<file path="src/rtl/sysa_skew_feeder.sv">
// Row-word FIFO plus diagonal-skew delay lines feeding the 3x3 systolic array; appends
// LANES-1 zero rows after the last row. Optional `define SKEW_FEEDER_STATS_EN adds row_count.
module sysa_skew_feeder #(
  parameter int LANES      = 3,
  parameter int DW         = 8,
  parameter int FIFO_DEPTH = 4
) (
  input  logic                clk,
  input  logic                rst_n,
  input  logic                step,
  input  logic                start,
  input  logic                in_valid,
  output logic                in_ready,
  input  logic [LANES*DW-1:0] in_data,
  input  logic                in_last,
  output logic [LANES*DW-1:0] out_data,
  output logic                out_valid,
  output logic                busy,
  output logic                done,
  output logic                underrun
`ifdef SKEW_FEEDER_STATS_EN
  ,
  output logic [7:0]          row_count
`endif
);

  // Handshake: a word transfers on any clk edge where in_valid && in_ready are both high.
  localparam int W  = LANES * DW;
  localparam int AW = $clog2(FIFO_DEPTH);
  localparam int CW = (LANES > 2) ? $clog2(LANES - 1) : 1;
  localparam logic [AW:0]   FULL_CNT   = (AW + 1)'(FIFO_DEPTH);
  localparam logic [CW-1:0] DRAIN_LAST = CW'(LANES - 2);

  typedef enum logic [1:0] {S_IDLE, S_FEED, S_DRAIN} state_t;

  state_t              state;
  logic [CW-1:0]       drain_cnt;
  logic [W-1:0]        mem [FIFO_DEPTH];
  logic [FIFO_DEPTH-1:0] last_mem;
  logic [AW-1:0]       wr_ptr, rd_ptr;
  logic [AW:0]         count, count_next;
  logic                push, pop, pop_last, empty;
  logic                start_ok, feed_step, drain_step, shift_en;
  logic [W-1:0]        row;

  assign empty      = (count == '0);
  assign push       = in_valid && in_ready;
  assign feed_step  = step && (state == S_FEED);
  assign drain_step = step && (state == S_DRAIN);
  assign pop        = feed_step && !empty;
  assign pop_last   = pop && last_mem[rd_ptr];
  assign start_ok   = start && (state == S_IDLE);
  assign shift_en   = feed_step || drain_step;
  assign busy       = (state != S_IDLE);

  // Underrun and drain steps both inject a zero row.
  always_comb begin
    row = '0;
    if (pop) row = mem[rd_ptr];
  end

  always_comb begin
    count_next = count;
    case ({push, pop})
      2'b10:   count_next = count + 1'b1;
      2'b01:   count_next = count - 1'b1;
      default: count_next = count;
    endcase
  end

  always_ff @(posedge clk) begin
    if (push) begin
      mem[wr_ptr]      <= in_data;
      last_mem[wr_ptr] <= in_last;
    end
  end

  // in_ready is registered, so a pop while full frees space only from the next cycle.
  always_ff @(posedge clk or negedge rst_n) begin
    if (!rst_n) begin
      wr_ptr   <= '0;
      rd_ptr   <= '0;
      count    <= '0;
      in_ready <= 1'b1;
    end else begin
      if (push) wr_ptr <= wr_ptr + 1'b1;
      if (pop)  rd_ptr <= rd_ptr + 1'b1;
      count    <= count_next;
      in_ready <= (count_next != FULL_CNT);
    end
  end

  always_ff @(posedge clk or negedge rst_n) begin
    if (!rst_n) begin
      state     <= S_IDLE;
      drain_cnt <= '0;
      out_valid <= 1'b0;
      done      <= 1'b0;
      underrun  <= 1'b0;
    end else begin
      done <= 1'b0;
      case (state)
        S_IDLE: begin
          if (start) begin
            state    <= S_FEED;
            underrun <= 1'b0;
          end
        end
        S_FEED: begin
          if (step) begin
            out_valid <= 1'b1;
            if (empty) underrun <= 1'b1;
            if (pop_last) begin
              state     <= S_DRAIN;
              drain_cnt <= '0;
            end
          end
        end
        S_DRAIN: begin
          if (step) begin
            if (drain_cnt == DRAIN_LAST) begin
              state     <= S_IDLE;
              done      <= 1'b1;
              out_valid <= 1'b0;
            end else begin
              drain_cnt <= drain_cnt + 1'b1;
            end
          end
        end
        default: state <= S_IDLE;
      endcase
    end
  end

  // Lane k passes through k+1 registers: k steps of skew plus the output stage.
  for (genvar k = 0; k < LANES; k++) begin : g_lane
    logic [DW-1:0] sr [0:k];
    always_ff @(posedge clk or negedge rst_n) begin
      if (!rst_n) begin
        for (int j = 0; j <= k; j++) sr[j] <= '0;
      end else if (start_ok) begin
        for (int j = 0; j <= k; j++) sr[j] <= '0;
      end else if (shift_en) begin
        sr[0] <= row[k*DW +: DW];
        for (int j = 1; j <= k; j++) sr[j] <= sr[j-1];
      end
    end
    assign out_data[k*DW +: DW] = sr[k];
  end

`ifdef SKEW_FEEDER_STATS_EN
  always_ff @(posedge clk or negedge rst_n) begin
    if (!rst_n)                       row_count <= '0;
    else if (start_ok)                row_count <= '0;
    else if (pop && row_count != 8'hFF) row_count <= row_count + 1'b1;
  end
`endif

endmodule

</file>
<file path="config.mk">
export PLATFORM = sky130hd
export DESIGN_NAME = sysa_skew_feeder
export DESIGN_NICKNAME = d
export VERILOG_FILES = /design/src/rtl/sysa_skew_feeder.sv
export SDC_FILE = /design/constraint.sdc
export NUM_CORES = 1
export LEC_CHECK = 0
export BUFFER_PORTS_ARGS = -buffer_cell sky130_fd_sc_hd__buf_4
export CORE_AREA = 5 5 153 155
export DETAILED_ROUTE_END_ITERATION = 8
export DIE_AREA = 0 0 158 160
export MAX_ROUTING_LAYER = met4
export SYNTH_ARGS = -nofsm -noshare
export SYNTH_HDL_FRONTEND = slang
export SYNTH_SLANG_ARGS = --single-unit
</file>
<file path="constraint.sdc">
create_clock -name clk -period 4.15 [get_ports clk]
set_clock_uncertainty 0.1 [all_clocks]
set_input_delay 0.2075 -clock clk [delete_from_list [all_inputs] [get_ports clk]]
set_output_delay 0.2075 -clock clk [all_outputs]
set_load 0.1 [all_outputs]
</file>
==> impl_metrics.tcl <==
set metrics [dict create \
    outcome "finished clean" \
    drv_slew 0 \
    clk_path_buf_depth 2 \
    dp_hpwl_mm 7.90 \
    grt.total_usage_pct 11.0 \
    ys_types 38 \
    tritoncts "done" \
    viasPerCell 4.70 \
    syn_inst 378 \
    final_antenna_net_count 0 \
    period_minus_slack_ps 2920 \
    num_antenna_cells 0 \
    synth_mux_area_share_pct 10.4 \
    clock_latency_ps 420 \
    post_cts_buffers 0 \
    worstSetupEndpointType "flip-flop" \
    synth_top_family_by_area "multiplexers" \
    crit_required_ps 4390 \
    multi_input_area_mm2 0.00161 \
    relSlewSlack_pct 17.5 \
    die_area_mm2 0.0253 \
    crit_arrival_ps 3170 \
    yosys_warnings 0 \
    path_buf_inv 1 \
    cp-start-kind "flip-flop" \
    max_freq_mhz 342 \
    drc 0 \
    synthTopCellsByCount "edfxtp_1 (100), dfrtp_1 (61), a21oi_1 (27)" \
    power_density_mw_per_mm2 837 \
    synth_compound_area_share_pct 8.06 \
    synthToLayoutAreaGrowth_pct 22.3 \
    io_pins 59 \
    synth_edf_count 100 \
    worstHoldPathType "input pin to flip-flop" \
    drt_iter0_drc 184 \
    coreArea_mm2 0.0217 \
    crit_slowest_cell "dfrtp_1" \
    die_w_um 158 \
    critPathKind "flip-flop to flip-flop" \
    fin_setup_tns_ps 0 \
    setup_viol 0 \
    synth_seq_cells 162 \
    ys_seq_area_share_pct 70.4 \
    p_leak_uw 0.00307 \
    path_cells "and3b_1 > and2_4 > ha_1 > inv_1 > fa_1 > xor2_1 > or3_1 > a211o_1" \
    wl_per_cell_um 17.4 \
    rsz0062_at_grt "false" \
    die_y_um 160 \
    place.gp.congestion 0.727 \
    synth_top_cell_by_area "edfxtp_1" \
    synthSimpleGateAreaFrac_pct 3.88 \
    synth_top_area_share_pct 46.4 \
    overflow 0 \
    rows 54 \
    ys.flop_type "edfxtp_1" \
    max_stage_delay_ps 590 \
    synth_adder_area_share_pct 1.28 \
    ctsHtreeMaxLevel 4 \
    cts.sinks 162 \
    syn_avg_cell_area_um2 17.1 \
    grt_pass1_vias 3611 \
    start_util_pct 29.8 \
    synthArstFlopShare_pct 38.3 \
    min_period_over_period_pct 70.4 \
    grt_pass1_wl_mm 20.8 \
    root_buffer "clkbuf_16" \
    drv_cap 0 \
    totalWireLength_mm 12.9 \
    vias 3471 \
    cts_buffers 17 \
    clkTransAtPathRegs_ps 70 \
    num-fill-cells 2047 \
    ir_drop_v 0.000380 \
    critPathMaxFanout 26 \
    postLayoutCoreUtil_pct 36.5 \
    fin_nets 482 \
    numPortBuffers 58 \
    firstDrtPassIters 4 \
    syn-cell-area_mm2 0.00647 \
    grt_max_degree 63 \
    synth_xor_area_share_pct 1.18 \
    synth_nets 414 \
    finalHoldViolCount 0 \
    synth.area.top_cells "edfxtp_1 (46%), dfrtp_1 (24%), mux4_1 (8.5%)" \
    synthMostInstantiatedCell "edfxtp_1" \
    drive_gt1_share_pct 24.0 \
    cp_top_family "simple AND/OR/NAND/NOR gates" \
    ff_latch_area_mm2 0.00456 \
    antenna_found_initial 0 \
    worst_pin_slew_ps 1240 \
]
## registers in the layout, indices dropped and copies added (netlist names)
| name | flops |
|---|---|
| in_ready | 1 |
| count | 3 |
| mem | 96 |
| out_data | 16 |
| done | 1 |
| rd_ptr | 2 |
| wr_ptr | 2 |
| underrun | 1 |
| out_valid | 1 |
| last_mem | 4 |
| drain_cnt | 1 |
| g_lane.sr | 32 |
| state | 2 |
## tightest hold or removal path, stage by stage
cell     delay [ps]
buf_4           120
nand2_1         140
xnor2_1          90
## layout make-up
cell class,instances,area share [%]
clock buffer,18,5.55
inverter,8,0.379
sequential,162,57.5
clock inverter,14,2.56
multi-input combinational,168,20.3
timing repair buffer,89,9.26
tap,280,4.42
## power breakdown
part           switching, uW  internal (uW)
registers                306           2210
clock network            648           1030
logic                   1680            754
total                   2640           3990
## path summary, 6_finish.rpt
path / startpoint / endpoint / slack, ps / cells after the start
setup / recovery: state[0]$_DFFE_PN0P_ / in_ready$_DFF_PN1_ / 1230 / 8
hold / removal: in_valid / wr_ptr[0]$_DFFE_PN0P_ / 80 / 3
setup reg to reg: state[0]$_DFFE_PN0P_ / in_ready$_DFF_PN1_ / 1230 / 8
hold reg to reg: drain_cnt$_DFFE_PN0P_ / drain_cnt$_DFFE_PN0P_ / 400 / 1
max in group asynchronous: rst_n / g_lane[0].sr[4]$_DFFE_PN0P_ / 3060 / 2
min in group asynchronous: rst_n / done$_DFF_PN0_ / 310 / 2
## what timing repair did
item                                   4_1_cts  5_1_grt
gates resized for setup                      0        0
hold buffers                                26        0
endpoints found under the hold margin      161        0
## per-stage QoR
step	area [um^2]	hold WS (ps)	cells	total power [uW]	setup slack, ps
final	7920	84.4	739	6630	1230
after global routing	7920	90.4	739	6970	1050
after CTS	7920	72.8	739	6700	1220
after detailed placement	7020	265	681	4990	1230
after global placement	7020	245	681	4910	1350
after floorplan	6470	-188	378	4530	1510
## kinds of logic after synthesis
group	after synthesis
DFF	162
AOI/OAI and AO/OA	81
buffers and inverters	48
and+or+nand+nor	46
muxes	28
xor gates and xnor gates	7
adders and majority gates	6
## cells in the final DEF, fill, tap and decap left out, types with 4 or more instances in the layout
master         count
clkinvlp_4         4
and3_1             4
ha_1               5
bufinv_16          4
dfrtp_1           61
inv_1              8
mux4_1            21
nand3_1           26
clkbuf_16         17
dlygate4sd3_1     26
a21oi_1           27
o21ai_0           26
a22o_1            24
nand2_1            5
mux4_2             4
inv_6              4
buf_4             63
edfxtp_1         100
## routing by layer
metal,GRT usage (%),part of all wire (%),vias up
li1,-,-,1594
met1,15.3,48,1793
met2,16.2,47,73
met3,2.71,4.0,11
met4,3.02,0.95,0
met5,-,0,-
Power figures use the tool's default switching activity.
